==> src/rtl/ascon_core_arbiter_pkg.sv <==
// Shared definitions for the ascon_core arbiter slice.
//   arb_state_t   : arbiter FSM encoding (IDLE / BUSY)
//   NREQ_DEFAULT  : default number of requester channels
//   CCW_DEFAULT   : core data/key width in bits
package ascon_core_arbiter_pkg;

    localparam int NREQ_DEFAULT = 2;
    localparam int CCW_DEFAULT  = 32;

    typedef enum logic {
        IDLE = 1'b0,
        BUSY = 1'b1
    } arb_state_t;

endpackage

==> src/rtl/ascon_core_arbiter_rr_pick.sv <==
// Combinational round-robin picker.
//   req  : request vector
//   ptr  : index with the highest priority this round (must be < NREQ)
//   pick : one-hot of the first set request at or after ptr, wrapping
//   any  : at least one request is set
module ascon_core_arbiter_rr_pick #(
    parameter int NREQ = 2,
    parameter int PW   = (NREQ > 1) ? $clog2(NREQ) : 1
) (
    input  logic [NREQ-1:0] req,
    input  logic [PW-1:0]   ptr,
    output logic [NREQ-1:0] pick,
    output logic            any
);

    logic          found;
    logic [PW:0]   sum;
    logic [PW-1:0] idx;

    // Walk NREQ positions starting at ptr; one spare bit in sum keeps
    // ptr + k from overflowing before the modulo wrap.
    always_comb begin
        pick  = '0;
        found = 1'b0;
        sum   = '0;
        idx   = '0;
        for (int k = 0; k < NREQ; k++) begin
            sum = {1'b0, ptr} + (PW+1)'(k);
            if (sum >= (PW+1)'(NREQ)) begin
                sum = sum - (PW+1)'(NREQ);
            end
            idx = sum[PW-1:0];
            if (!found && req[idx]) begin
                pick[idx] = 1'b1;
                found     = 1'b1;
            end
        end
    end

    assign any = |req;

endmodule

==> src/rtl/ascon_core_arbiter.sv <==
// Transaction-level round-robin arbiter in front of a single ascon_core.
// A grant is taken in IDLE, held through the whole operation until c_done,
// and always followed by one IDLE cycle before the next grant.
//   clk, rst      : clock, asynchronous active-low reset (shared with core)
//   req / gnt     : per-requester request, registered one-hot grant
//   r_*           : requester-side copies of the core interface
//   c_*           : core-side interface (directions inverted w.r.t. core)
//   busy          : a grant is active
//   dbg_state     : current FSM state
// Handshakes: every valid/ready pair transfers on a cycle where both are 1;
// only the granted requester is ever connected, so a non-granted requester
// sees ready=0/valid=0 and its own valids simply stall.
module ascon_core_arbiter
    import ascon_core_arbiter_pkg::*;
#(
    parameter int NREQ = NREQ_DEFAULT,
    parameter int CCW  = CCW_DEFAULT
) (
    input  logic                          clk,
    input  logic                          rst,
    input  logic [NREQ-1:0]               req,
    output logic [NREQ-1:0]               gnt,
    input  logic [NREQ-1:0][CCW-1:0]      r_key,
    input  logic [NREQ-1:0]               r_key_valid,
    output logic [NREQ-1:0]               r_key_ready,
    input  logic [NREQ-1:0][CCW-1:0]      r_bdi,
    input  logic [NREQ-1:0][CCW/8-1:0]    r_bdi_valid,
    output logic [NREQ-1:0]               r_bdi_ready,
    input  logic [NREQ-1:0][3:0]          r_bdi_type,
    input  logic [NREQ-1:0]               r_bdi_eot,
    input  logic [NREQ-1:0]               r_bdi_eoi,
    input  logic [NREQ-1:0][3:0]          r_mode,
    output logic [NREQ-1:0][CCW-1:0]      r_bdo,
    output logic [NREQ-1:0]               r_bdo_valid,
    input  logic [NREQ-1:0]               r_bdo_ready,
    output logic [NREQ-1:0][3:0]          r_bdo_type,
    output logic [NREQ-1:0]               r_bdo_eot,
    input  logic [NREQ-1:0]               r_bdo_eoo,
    output logic [NREQ-1:0]               r_auth,
    output logic [NREQ-1:0]               r_auth_valid,
    output logic [NREQ-1:0]               r_done,
    output logic [CCW-1:0]                c_key,
    output logic                          c_key_valid,
    input  logic                          c_key_ready,
    output logic [CCW-1:0]                c_bdi,
    output logic [CCW/8-1:0]              c_bdi_valid,
    input  logic                          c_bdi_ready,
    output logic [3:0]                    c_bdi_type,
    output logic                          c_bdi_eot,
    output logic                          c_bdi_eoi,
    output logic [3:0]                    c_mode,
    input  logic [CCW-1:0]                c_bdo,
    input  logic                          c_bdo_valid,
    output logic                          c_bdo_ready,
    input  logic [3:0]                    c_bdo_type,
    input  logic                          c_bdo_eot,
    output logic                          c_bdo_eoo,
    input  logic                          c_auth,
    input  logic                          c_auth_valid,
    input  logic                          c_done,
    output logic                          busy,
    output arb_state_t                    dbg_state
);

    localparam int PW = (NREQ > 1) ? $clog2(NREQ) : 1;

    arb_state_t      state, state_next;
    logic [NREQ-1:0] gnt_q;
    logic [PW-1:0]   ptr_q, ptr_next;
    logic [3:0]      mode_q, pick_mode;
    logic [NREQ-1:0] pick;
    logic            any_req;
    logic [PW-1:0]   gidx;

    ascon_core_arbiter_rr_pick #(.NREQ(NREQ), .PW(PW)) u_rr_pick (
        .req  (req),
        .ptr  (ptr_q),
        .pick (pick),
        .any  (any_req)
    );

    // Mode of the requester about to be granted; captured once at grant.
    always_comb begin
        pick_mode = '0;
        for (int i = 0; i < NREQ; i++) begin
            if (pick[i]) pick_mode = r_mode[i];
        end
    end

    // Index of the current grant holder, used by every mux below.
    always_comb begin
        gidx = '0;
        for (int i = 0; i < NREQ; i++) begin
            if (gnt_q[i]) gidx = PW'(i);
        end
    end

    assign ptr_next = (gidx == PW'(NREQ-1)) ? '0 : gidx + PW'(1);

    // State, grant, pointer and latched mode registers.
    always_ff @(posedge clk or negedge rst) begin
        if (!rst) begin
            state  <= IDLE;
            gnt_q  <= '0;
            ptr_q  <= '0;
            mode_q <= '0;
        end else begin
            state <= state_next;
            if (state == IDLE && any_req) begin
                gnt_q  <= pick;
                mode_q <= pick_mode;
            end else if (state == BUSY && c_done) begin
                gnt_q <= '0;
                ptr_q <= ptr_next;
            end
        end
    end

    // Next state: c_done in IDLE is spurious and ignored; req changes in
    // BUSY are ignored because the core cannot be aborted.
    always_comb begin
        state_next = state;
        case (state)
            IDLE:    if (any_req) state_next = BUSY;
            BUSY:    if (c_done)  state_next = IDLE;
            default: state_next = IDLE;
        endcase
    end

    // Output muxes: everything is zero unless a grant is active.
    always_comb begin
        c_key        = '0;
        c_key_valid  = 1'b0;
        c_bdi        = '0;
        c_bdi_valid  = '0;
        c_bdi_type   = '0;
        c_bdi_eot    = 1'b0;
        c_bdi_eoi    = 1'b0;
        c_mode       = '0;
        c_bdo_ready  = 1'b0;
        c_bdo_eoo    = 1'b0;
        r_key_ready  = '0;
        r_bdi_ready  = '0;
        r_bdo        = '0;
        r_bdo_valid  = '0;
        r_bdo_type   = '0;
        r_bdo_eot    = '0;
        r_auth       = '0;
        r_auth_valid = '0;
        r_done       = '0;
        if (state == BUSY) begin
            c_key              = r_key[gidx];
            c_key_valid        = r_key_valid[gidx];
            c_bdi              = r_bdi[gidx];
            c_bdi_valid        = r_bdi_valid[gidx];
            c_bdi_type         = r_bdi_type[gidx];
            c_bdi_eot          = r_bdi_eot[gidx];
            c_bdi_eoi          = r_bdi_eoi[gidx];
            c_mode             = mode_q;
            c_bdo_ready        = r_bdo_ready[gidx];
            c_bdo_eoo          = r_bdo_eoo[gidx];
            r_key_ready[gidx]  = c_key_ready;
            r_bdi_ready[gidx]  = c_bdi_ready;
            r_bdo[gidx]        = c_bdo;
            r_bdo_valid[gidx]  = c_bdo_valid;
            r_bdo_type[gidx]   = c_bdo_type;
            r_bdo_eot[gidx]    = c_bdo_eot;
            r_auth[gidx]       = c_auth;
            r_auth_valid[gidx] = c_auth_valid;
            r_done[gidx]       = c_done;
        end
    end

    assign gnt       = gnt_q;
    assign busy      = (state == BUSY);
    assign dbg_state = state;

endmodule

==> config.mk <==
export PLATFORM = sky130hd
export DESIGN_NAME = ascon_core_arbiter
export DESIGN_NICKNAME = d
export VERILOG_FILES = /design/src/rtl/ascon_core_arbiter_pkg.sv /design/src/rtl/ascon_core_arbiter_rr_pick.sv /design/src/rtl/ascon_core_arbiter.sv
export SDC_FILE = /design/constraint.sdc
export NUM_CORES = 1
export LEC_CHECK = 0
export ABC_AREA = 1
export BUFFER_PORTS_ARGS = -buffer_cell sky130_fd_sc_hd__buf_2
export CORE_AREA = 4 4 146 148
export CTS_CLUSTER_SIZE = 20
export DETAILED_ROUTE_END_ITERATION = 16
export DIE_AREA = 0 0 150 152
export PLACE_DENSITY_LB_ADDON = 0.15
export SLEW_MARGIN = 10
export SYNTH_ARGS = -nofsm -noshare
export SYNTH_HDL_FRONTEND = slang
export SYNTH_SLANG_ARGS = --single-unit
==> constraint.sdc <==
create_clock -name clk -period 3.6 [get_ports clk]
set_input_delay 0.72 -clock clk [delete_from_list [all_inputs] [get_ports clk]]
set_output_delay 0.72 -clock clk [all_outputs]
set_load 0.005 [all_outputs]
==> flow_summary.toml <==
[outcome]
outcome = "finished, final reports clean"

[synth]
yosysWarnings = 0
synth_cells = 454
syn_nets = 663
synth-seq-cells = 8
synth_area_sq_um = 2160
synth_cell_types = 17
ys_seq_area_frac = 0.0929
avgSynthCellArea_sq_um = 4.75

[clock_network]
clockBufferDepth = 2
cts_tree = "yes"
cts_setup_buffers = 0
clk_latency_ns = 0.24
numCtsBuffers = 3
root_buffer = "clkbuf_16"
cts_sinks = 8
h-tree-depth = 1
path_clk_slew_ns = 0.04
cts_resized = 0
holdBufCountCts = 0

[power]
power_density_nw_per_um2 = 437
total_power_uw = 1890
leakagePower_uw = 0.00287
irDropWorstVdd_v = 0.000161

[setup_path]
crit_path_top_delay_cell = "dfrtp_2"
worstSetupPathType = "flip-flop to primary output"
worst-path-buf-inv = 3
crit_arrival_ns = 1.83
critPathRequiredTime_ns = 2.88
crit_chain = "inv_4, buf_12, nand2_1, a21oi_1, buf_2"
start_kind = "flip-flop"
max_stage_delay_ns = 0.54
critPathMaxFanout = 59
end_kind = "primary output"
cp_top_family = "buffers and inverters"

[global_route]
gr-total-overflow = 0
track_usage = 0.108
grt_max_degree = 66
grt_antenna_before_repair = 0
grt_pass1_wl_mm = 20.4
grt_pass1_vias = 3929

[placement]
gp_congestion = 0.824
post-place-ws_ns = 1.26
port_buffers = 379
dpl.hpwl_mm = 11.3
post_dp_cell_area_sq_um = 4240

[flow_run]
drv_cap = 0

[routing]
viasPerCell = 3.67
ant_nets = 0
wire_per_inst_um = 12.8
wl_mm = 13.8
drc = 0
first_pass_iters = 4
drt-initial-drc-count = 159
num_vias = 3948

[layout]
drive_gt1_frac = 0.510
insertedDiodeCount = 0
fill_cells = 2390
nNetsFinal = 1016
synthToLayoutAreaGrowth_pct = 100
fin_area_sq_um = 4320

[timing]
min_period_ns = 2.55
period_share = 0.708
skew_ns = 0.00143
postLayoutSetupSlackWorst_ns = 1.05
maxSlewViolCount = 0
timing.fmax_ghz = 0.393
worst_hold_slack_ns = 0.326
rsz0062_at_grt = "no"
worst_pin_slew_ns = 0.605
relSlewSlack = 0.597
setup_tns_ns = 0
setup_viol = 0
hold_viol = 0

[floorplan]
placementRows = 52
dieArea_sq_um = 22800
fp.coreArea_sq_um = 20000
initial_utilization = 0.108
die_h_um = 152
top_level_ports = 380
fp.dieW_um = 150

[worst_hold_path]
hold_path.class = "input port to asynchronous set/reset pin"
## cells in the final DEF, fill, tap and decap left out
| master | count |
|---|---|
| buf_12 | 3 |
| nor2_1 | 88 |
| clkbuf_16 | 3 |
| dfrtp_1 | 7 |
| dfrtp_2 | 1 |
| a21oi_2 | 10 |
| nand2_1 | 167 |
| nand3_1 | 9 |
| o21ai_2 | 1 |
| nand4_1 | 2 |
| inv_4 | 2 |
| nand2_2 | 10 |
| inv_1 | 51 |
| a21oi_1 | 68 |
| buf_4 | 2 |
| clkbuf_1 | 1 |
| buf_2 | 379 |
| o21ai_0 | 2 |
## synth_stat cells
library cell,n,area share
nand4_1,2,0.0058
inv_1,51,0.089
a21oi_2,10,0.041
buf_8,1,0.0070
clkbuf_1,3,0.0052
dfrtp_1,8,0.093
inv_4,2,0.0058
o21ai_0,2,0.0046
buf_2,23,0.053
nor2_1,88,0.15
buf_4,4,0.014
buf_6,5,0.026
o21ai_2,1,0.0041
nand3_1,9,0.021
nand2_2,10,0.029
a21oi_1,68,0.16
nand2_1,167,0.29
## routing by layer
| layer | vias to the layer above | wire length [um] | GRT usage |
|---|---|---|---|
| met5 | - | 0 | 0 |
| met4 | 0 | 129 | 0.0174 |
| met3 | 10 | 1390 | 0.0223 |
| met2 | 215 | 7350 | 0.225 |
| met1 | 1653 | 4890 | 0.109 |
| li1 | 2070 | - | - |
## worst paths after layout
check	endpoint	start	depth (start not counted)	slack (ns)
setup / recovery	c_bdi[18]	gnt[1]	5	1.05
hold / removal	gnt[0]	rst	1	0.33
setup reg to reg	mode_q[2]	busy	6	1.74
hold reg to reg	mode_q[3]	mode_q[3]	2	0.48
max in group asynchronous	gnt[1]	rst	1	3.08
min in group clk	mode_q[3]	mode_q[3]	2	0.48
## worst reg2reg max path, stage by stage (launching register included)
cell and delay, ns:
dfrtp_1 0.54, inv_4 0.51, buf_12 0.28, o21ai_2 0.18, inv_1 0.14, nand2_1 0.08
nand3_1 0.06
## through the flow
step | util | cells
finish | 0.215 | 1076
global route | 0.215 | 1076
CTS | 0.215 | 1076
detailed placement | 0.212 | 1072
global placement | 0.212 | 1072
floorplan | - | 454
## where the power goes
group / total, uW / internal [uW] / switching [uW]
clock network: 197 / 148 / 48.8
registers: 178 / 124 / 53.2
logic: 1510 / 622 / 890
## sequential cells by signal, summed over array words and instances, names as in the netlist
name and cells:
ptr_q 1, mode_q 4, gnt 2, busy 1
## area by class of cell
type,count,area (sq um),area share
repair buffers,384,1970,0.457
multi-input cells,357,1520,0.353
well taps,270,338,0.0782
inverters,53,204,0.0472
flip-flops and latches,8,201,0.0467
clock buffers,4,78.8,0.0183
## cell families (layout without fill, tap and decap cells)
kind of cell           after synthesis  count (layout)  share of synthesized area
AO/OA/AOI/OAI                       81              81                      0.207
buffers and inverters               89             441                      0.200
flip-flops                           8               8                     0.0929
AND/OR/NAND/NOR                    276             276                      0.500
Note: power is estimated with default switching activity, not from simulation.
